==> src/rtl/matrix_result_tx.sv <==
// UART 8N1 transmitter for a 2x2 result matrix. It sends the frame SYNC, C00, C01, C10, C11, CHK,
// where CHK is the XOR of the four elements. The elements are captured when the request is accepted.
module matrix_result_tx #(
    parameter int         CLKS_PER_BIT = 1250,
    parameter logic [7:0] SYNC_BYTE    = 8'hA5
) (
    input  logic       clk,
    input  logic       nRST,
    input  logic       send,
    input  logic [7:0] C00,
    input  logic [7:0] C01,
    input  logic [7:0] C10,
    input  logic [7:0] C11,
    output logic       tx,
    output logic       busy,
    output logic       done,
    output logic [1:0] state_dbg
);

    localparam int             BW        = (CLKS_PER_BIT > 2) ? $clog2(CLKS_PER_BIT) : 1;
    localparam logic [BW-1:0]  BAUD_LAST = BW'(CLKS_PER_BIT - 1);

    typedef enum logic [1:0] {
        IDLE  = 2'd0,
        START = 2'd1,
        DATA  = 2'd2,
        STOP  = 2'd3
    } state_t;

    state_t        state;
    logic [BW-1:0] baud_cnt;
    logic [2:0]    bit_cnt;
    logic [2:0]    byte_idx;
    logic [7:0]    c00_q;
    logic [7:0]    c01_q;
    logic [7:0]    c10_q;
    logic [7:0]    c11_q;
    logic [7:0]    chk_q;
    logic [7:0]    cur_byte;
    logic [2:0]    next_bit;
    logic          baud_wrap;

    assign state_dbg = state;
    assign next_bit  = bit_cnt + 3'd1;
    assign baud_wrap = (baud_cnt == BAUD_LAST);

    always_comb begin
        cur_byte = SYNC_BYTE;
        case (byte_idx)
            3'd0:    cur_byte = SYNC_BYTE;
            3'd1:    cur_byte = c00_q;
            3'd2:    cur_byte = c01_q;
            3'd3:    cur_byte = c10_q;
            3'd4:    cur_byte = c11_q;
            3'd5:    cur_byte = chk_q;
            default: cur_byte = SYNC_BYTE;
        endcase
    end

    // tx is registered, so each branch loads the level of the bit that starts on this edge.
    always_ff @(posedge clk or negedge nRST) begin
        if (!nRST) begin
            state    <= IDLE;
            baud_cnt <= '0;
            bit_cnt  <= 3'd0;
            byte_idx <= 3'd0;
            c00_q    <= 8'd0;
            c01_q    <= 8'd0;
            c10_q    <= 8'd0;
            c11_q    <= 8'd0;
            chk_q    <= 8'd0;
            tx       <= 1'b1;
            busy     <= 1'b0;
            done     <= 1'b0;
        end else begin
            done <= 1'b0;
            if (state != IDLE) begin
                baud_cnt <= baud_wrap ? '0 : baud_cnt + 1'b1;
            end
            case (state)
                IDLE: begin
                    tx   <= 1'b1;
                    busy <= 1'b0;
                    if (send) begin
                        c00_q    <= C00;
                        c01_q    <= C01;
                        c10_q    <= C10;
                        c11_q    <= C11;
                        chk_q    <= C00 ^ C01 ^ C10 ^ C11;
                        byte_idx <= 3'd0;
                        bit_cnt  <= 3'd0;
                        baud_cnt <= '0;
                        tx       <= 1'b0;
                        busy     <= 1'b1;
                        state    <= START;
                    end
                end
                START: begin
                    if (baud_wrap) begin
                        bit_cnt <= 3'd0;
                        tx      <= cur_byte[0];
                        state   <= DATA;
                    end
                end
                DATA: begin
                    if (baud_wrap) begin
                        if (bit_cnt == 3'd7) begin
                            tx    <= 1'b1;
                            state <= STOP;
                        end else begin
                            bit_cnt <= next_bit;
                            tx      <= cur_byte[next_bit];
                        end
                    end
                end
                STOP: begin
                    if (baud_wrap) begin
                        bit_cnt <= 3'd0;
                        if (byte_idx == 3'd5) begin
                            byte_idx <= 3'd0;
                            tx       <= 1'b1;
                            busy     <= 1'b0;
                            done     <= 1'b1;
                            state    <= IDLE;
                        end else begin
                            byte_idx <= byte_idx + 3'd1;
                            tx       <= 1'b0;
                            state    <= START;
                        end
                    end
                end
                default: state <= IDLE;
            endcase
        end
    end

endmodule

==> config.mk <==
export PLATFORM = sky130hd
export DESIGN_NAME = matrix_result_tx
export DESIGN_NICKNAME = d
export VERILOG_FILES = /design/src/rtl/matrix_result_tx.sv
export SDC_FILE = /design/constraint.sdc
export NUM_CORES = 1
export LEC_CHECK = 0
export ABC_AREA = 1
export CAP_MARGIN = 10
export CORE_UTILIZATION = 40
export CTS_CLUSTER_DIAMETER = 60
export DETAILED_ROUTE_END_ITERATION = 7
export DONT_BUFFER_PORTS = 1
export HOLD_SLACK_MARGIN = 0.03
export PLACE_DENSITY = 0.63
export SKIP_LAST_GASP = 1
export SLEW_MARGIN = 20
export SYNTH_ARGS = -nofsm -noshare
export SYNTH_HDL_FRONTEND = slang
export SYNTH_SLANG_ARGS = --single-unit
==> constraint.sdc <==
create_clock -name clk -period 2.5 [get_ports clk]
set_input_delay 0.25 -clock clk [delete_from_list [all_inputs] [get_ports clk]]
set_output_delay 0.25 -clock clk [all_outputs]
set_load 0.02 [all_outputs]
==> impl_metrics.env <==
export IMPL_outcome="finished, final reports clean"
export IMPL_maxCapViolCount=0
export IMPL_num_vias=2905
export IMPL_diodes=0
export IMPL_worst_slew_pin_transition_ns=0.4642
export IMPL_drc=0
export IMPL_cts_tree="built"
export IMPL_cp_arrival_ns=2.37
export IMPL_critical_path_peak_fanout=11
export IMPL_drt_wl_total_um=7908
export IMPL_synth_nets=481
export IMPL_max_freq_mhz=480.0
export IMPL_slew_headroom=0.6906
export IMPL_synthFlopType="dfrtp_1"
export IMPL_synthArstFlopShare=1.000
export IMPL_portBuffers=0
export IMPL_final_antenna_net_count=0
export IMPL_rsz0062_at_grt="false"
export IMPL_start_util=0.4153
export IMPL_ys_seq_area_frac=0.4551
export IMPL_synth_top_cell_area_share=0.4474
export IMPL_wl_per_cell_um=13.61
export IMPL_synth_edf_count=0
export IMPL_hold_ws_ns=0.05023
export IMPL_hold_end="c01_q[4]$_DFFE_PN0P_"
export IMPL_postCtsSetupBuffers=0
export IMPL_ios=40
export IMPL_r2r_end="tx$_DFFE_PN1P_"
export IMPL_syn_inst=437
export IMPL_core_area_um2=8217
export IMPL_cp_start_kind="flop"
export IMPL_synth_common_cells="nand2_1 (157), dfrtp_1 (61), inv_1 (42)"
export IMPL_p_per_area_nw_per_um2=527.2
export IMPL_rrSetupSlack_ns=0.42
export IMPL_rr_startpoint="byte_idx[2]$_DFFE_PN0P_"
export IMPL_num_rows=33
export IMPL_fp_dieH_um=94.36
export IMPL_grtUsageTotal=0.1974
export IMPL_yosysUniqueCellTypes=27
export IMPL_yosys_register_bits=62
export IMPL_min_path_type="in -> reg"
export IMPL_cp_data_required_time_ns=2.78
export IMPL_netlist_area_um2=3412
export IMPL_cts_sinks=62
export IMPL_first_global_vias=2835
export IMPL_hold_viol_final=0
export IMPL_slew_viol_final=0
export IMPL_gp_congestion=0.8712
export IMPL_antenna_found_initial=0
export IMPL_drt_iter0_markers=117
export IMPL_ys_warn_count=0
export IMPL_final_nets=515
export IMPL_fin_crit_sh=0.8333
export IMPL_min_period_ns=2.083
export IMPL_synth_area_top_cells="dfrtp_1 (45%), nand2_1 (17%), xnor2_1 (6.4%), inv_1 (4.6%), o21ai_0 (3.8%)"
export IMPL_skew_ns=0.01156
export IMPL_hp_start="C01[4]"
export IMPL_htreeDepth=3
export IMPL_hpwl_um=5407
export IMPL_drive_gt1_frac=0.06933
export IMPL_finalSetupTns_ns=0
export IMPL_synth_most_common_cell="nand2_1"
export IMPL_drt_pass1_iter_count=4
export IMPL_grt_pass1_wl_um=13520
export IMPL_die_w_um=94.36
export IMPL_setup_viol=0
export IMPL_ff2ff_path_depth=13
export IMPL_min_path_cells=2
export IMPL_leakagePower_nw=2.019
export IMPL_critPathCaptureType="flop"
export IMPL_vias_per_cell=5.000
export IMPL_grt_overflow=0
export IMPL_clkTransAtPathRegs_ns=0.07
export IMPL_clock_latency_ns=0.35
export IMPL_dieArea_um2=8904
export IMPL_cts_root_buffer="clkbuf_8"
export IMPL_numCtsBuffers=9
export IMPL_vdd_ir_drop_max_uv=318.9
export IMPL_yosys_area_top_type="dfrtp_1"
export IMPL_clock_path_buffers=2
export IMPL_synth_area_per_cell_um2=7.808
export IMPL_grt_max_degree=63
export IMPL_area_growth_pct=19.00
export IMPL_worstSetupPathType="reg -> reg"
==> flip-flops by register name, summed over array words and instances, names as in the netlist, 2 cells and up <==
name,count
c11_q,8
chk_q,8
bit_cnt,3
baud_cnt,11
state_dbg,2
c00_q,8
c01_q,8
c10_q,8
byte_idx,3
==> cell type report <==
class	instances	area (µm²)
clock buffer	11	151.4
clock inverter	5	57.56
fill	775	4156
inverter	45	168.9
multi-input combinational	318	1623
sequential	62	1553
tap	105	131.4
timing repair buffer	35	375.4
==> critical path: stages, from the launching register on <==
cell	delay, ns
dfrtp_1	0.58
inv_2	0.18
ha_1	0.36
a21oi_1	0.19
nand3_2	0.13
nand2_1	0.11
nor2_2	0.05
nand2_1	0.05
nand3_1	0.06
nand3_1	0.07
nand3_1	0.07
nand2_1	0.06
nand2_1	0.05
nand2_1	0.05
==> through the flow <==
step / area, µm² / setup slack (ns) / util / std cells / power, mW
6_report: 4060 / 0.4168 / 0.4941 / 581 / 2.141
5_1_grt: 4060 / 0.1725 / 0.4941 / 581 / 2.237
4_1_cts: 4060 / 0.4244 / 0.4941 / 581 / 2.172
3_5_place_dp: 3503 / 0.4280 / 0.4264 / 532 / 1.171
3_3_place_gp: 3503 / 0.5195 / 0.4264 / 532 / 1.171
2_1_floorplan: 3412 / 0.7460 / - / 437 / 1.149
==> logic make-up after synthesis <==
kind of cell	share of synthesized area
compound gates	0.07921
xor+xnor	0.07957
fa+ha+maj	0.03300
buf+inv	0.06931
flops	0.4551
simple gates	0.2838
==> layer usage <==
metal / global-route usage / routed length, µm
met2: 0.3134 / 3647
met1: 0.2620 / 3787
met5: 0 / 0
met4: 0.06795 / 119
met3: 0.04831 / 352
==> where the power goes <==
part,internal [mW],leakage [nW],switching (mW)
clock network,0.513,0.0976,0.411
logic,0.0998,1.12,0.0998
registers,1.01,0.798,0.00998
==> cell usage in the layout (no fill, tap or decap), types with 6 or more instances in the layout <==
cell / n
a21oi_1: 9
clkbuf_8: 11
dfrtp_1: 61
dlygate4sd3_1: 32
ha_1: 9
inv_1: 42
nand2_1: 157
nand3_1: 25
nand4_1: 8
nor2_1: 24
nor2_2: 6
o21ai_0: 26
o22ai_1: 10
xnor2_1: 25
xor2_1: 6
==> worst max-delay path by stage <==
stage / depth (start not counted) / end / slack [ns] / start
after floorplan: 16 / tx$_DFFE_PN1P_ / 0.75 / byte_idx[0]$_DFFE_PN0P_
after global placement: 12 / tx$_DFFE_PN1P_ / 0.52 / byte_idx[0]$_DFFE_PN0P_
after detailed placement: 6 / baud_cnt[2]$_DFF_PN0_ / 0.43 / state_dbg[0]$_DFFE_PN0P_
after CTS: 6 / baud_cnt[2]$_DFF_PN0_ / 0.42 / state_dbg[0]$_DFFE_PN0P_
after global routing: 13 / tx$_DFFE_PN1P_ / 0.17 / byte_idx[2]$_DFFE_PN0P_
final: 13 / tx$_DFFE_PN1P_ / 0.42 / byte_idx[2]$_DFFE_PN0P_
==> timing repair <==
item | CTS | global route
endpoints found under the setup margin | 0 | 0
hold endpoints to repair | 93 | 0
hold buffers | 33 | 0
gates resized for setup | 0 | 0
(Power assumes the default switching activity.)
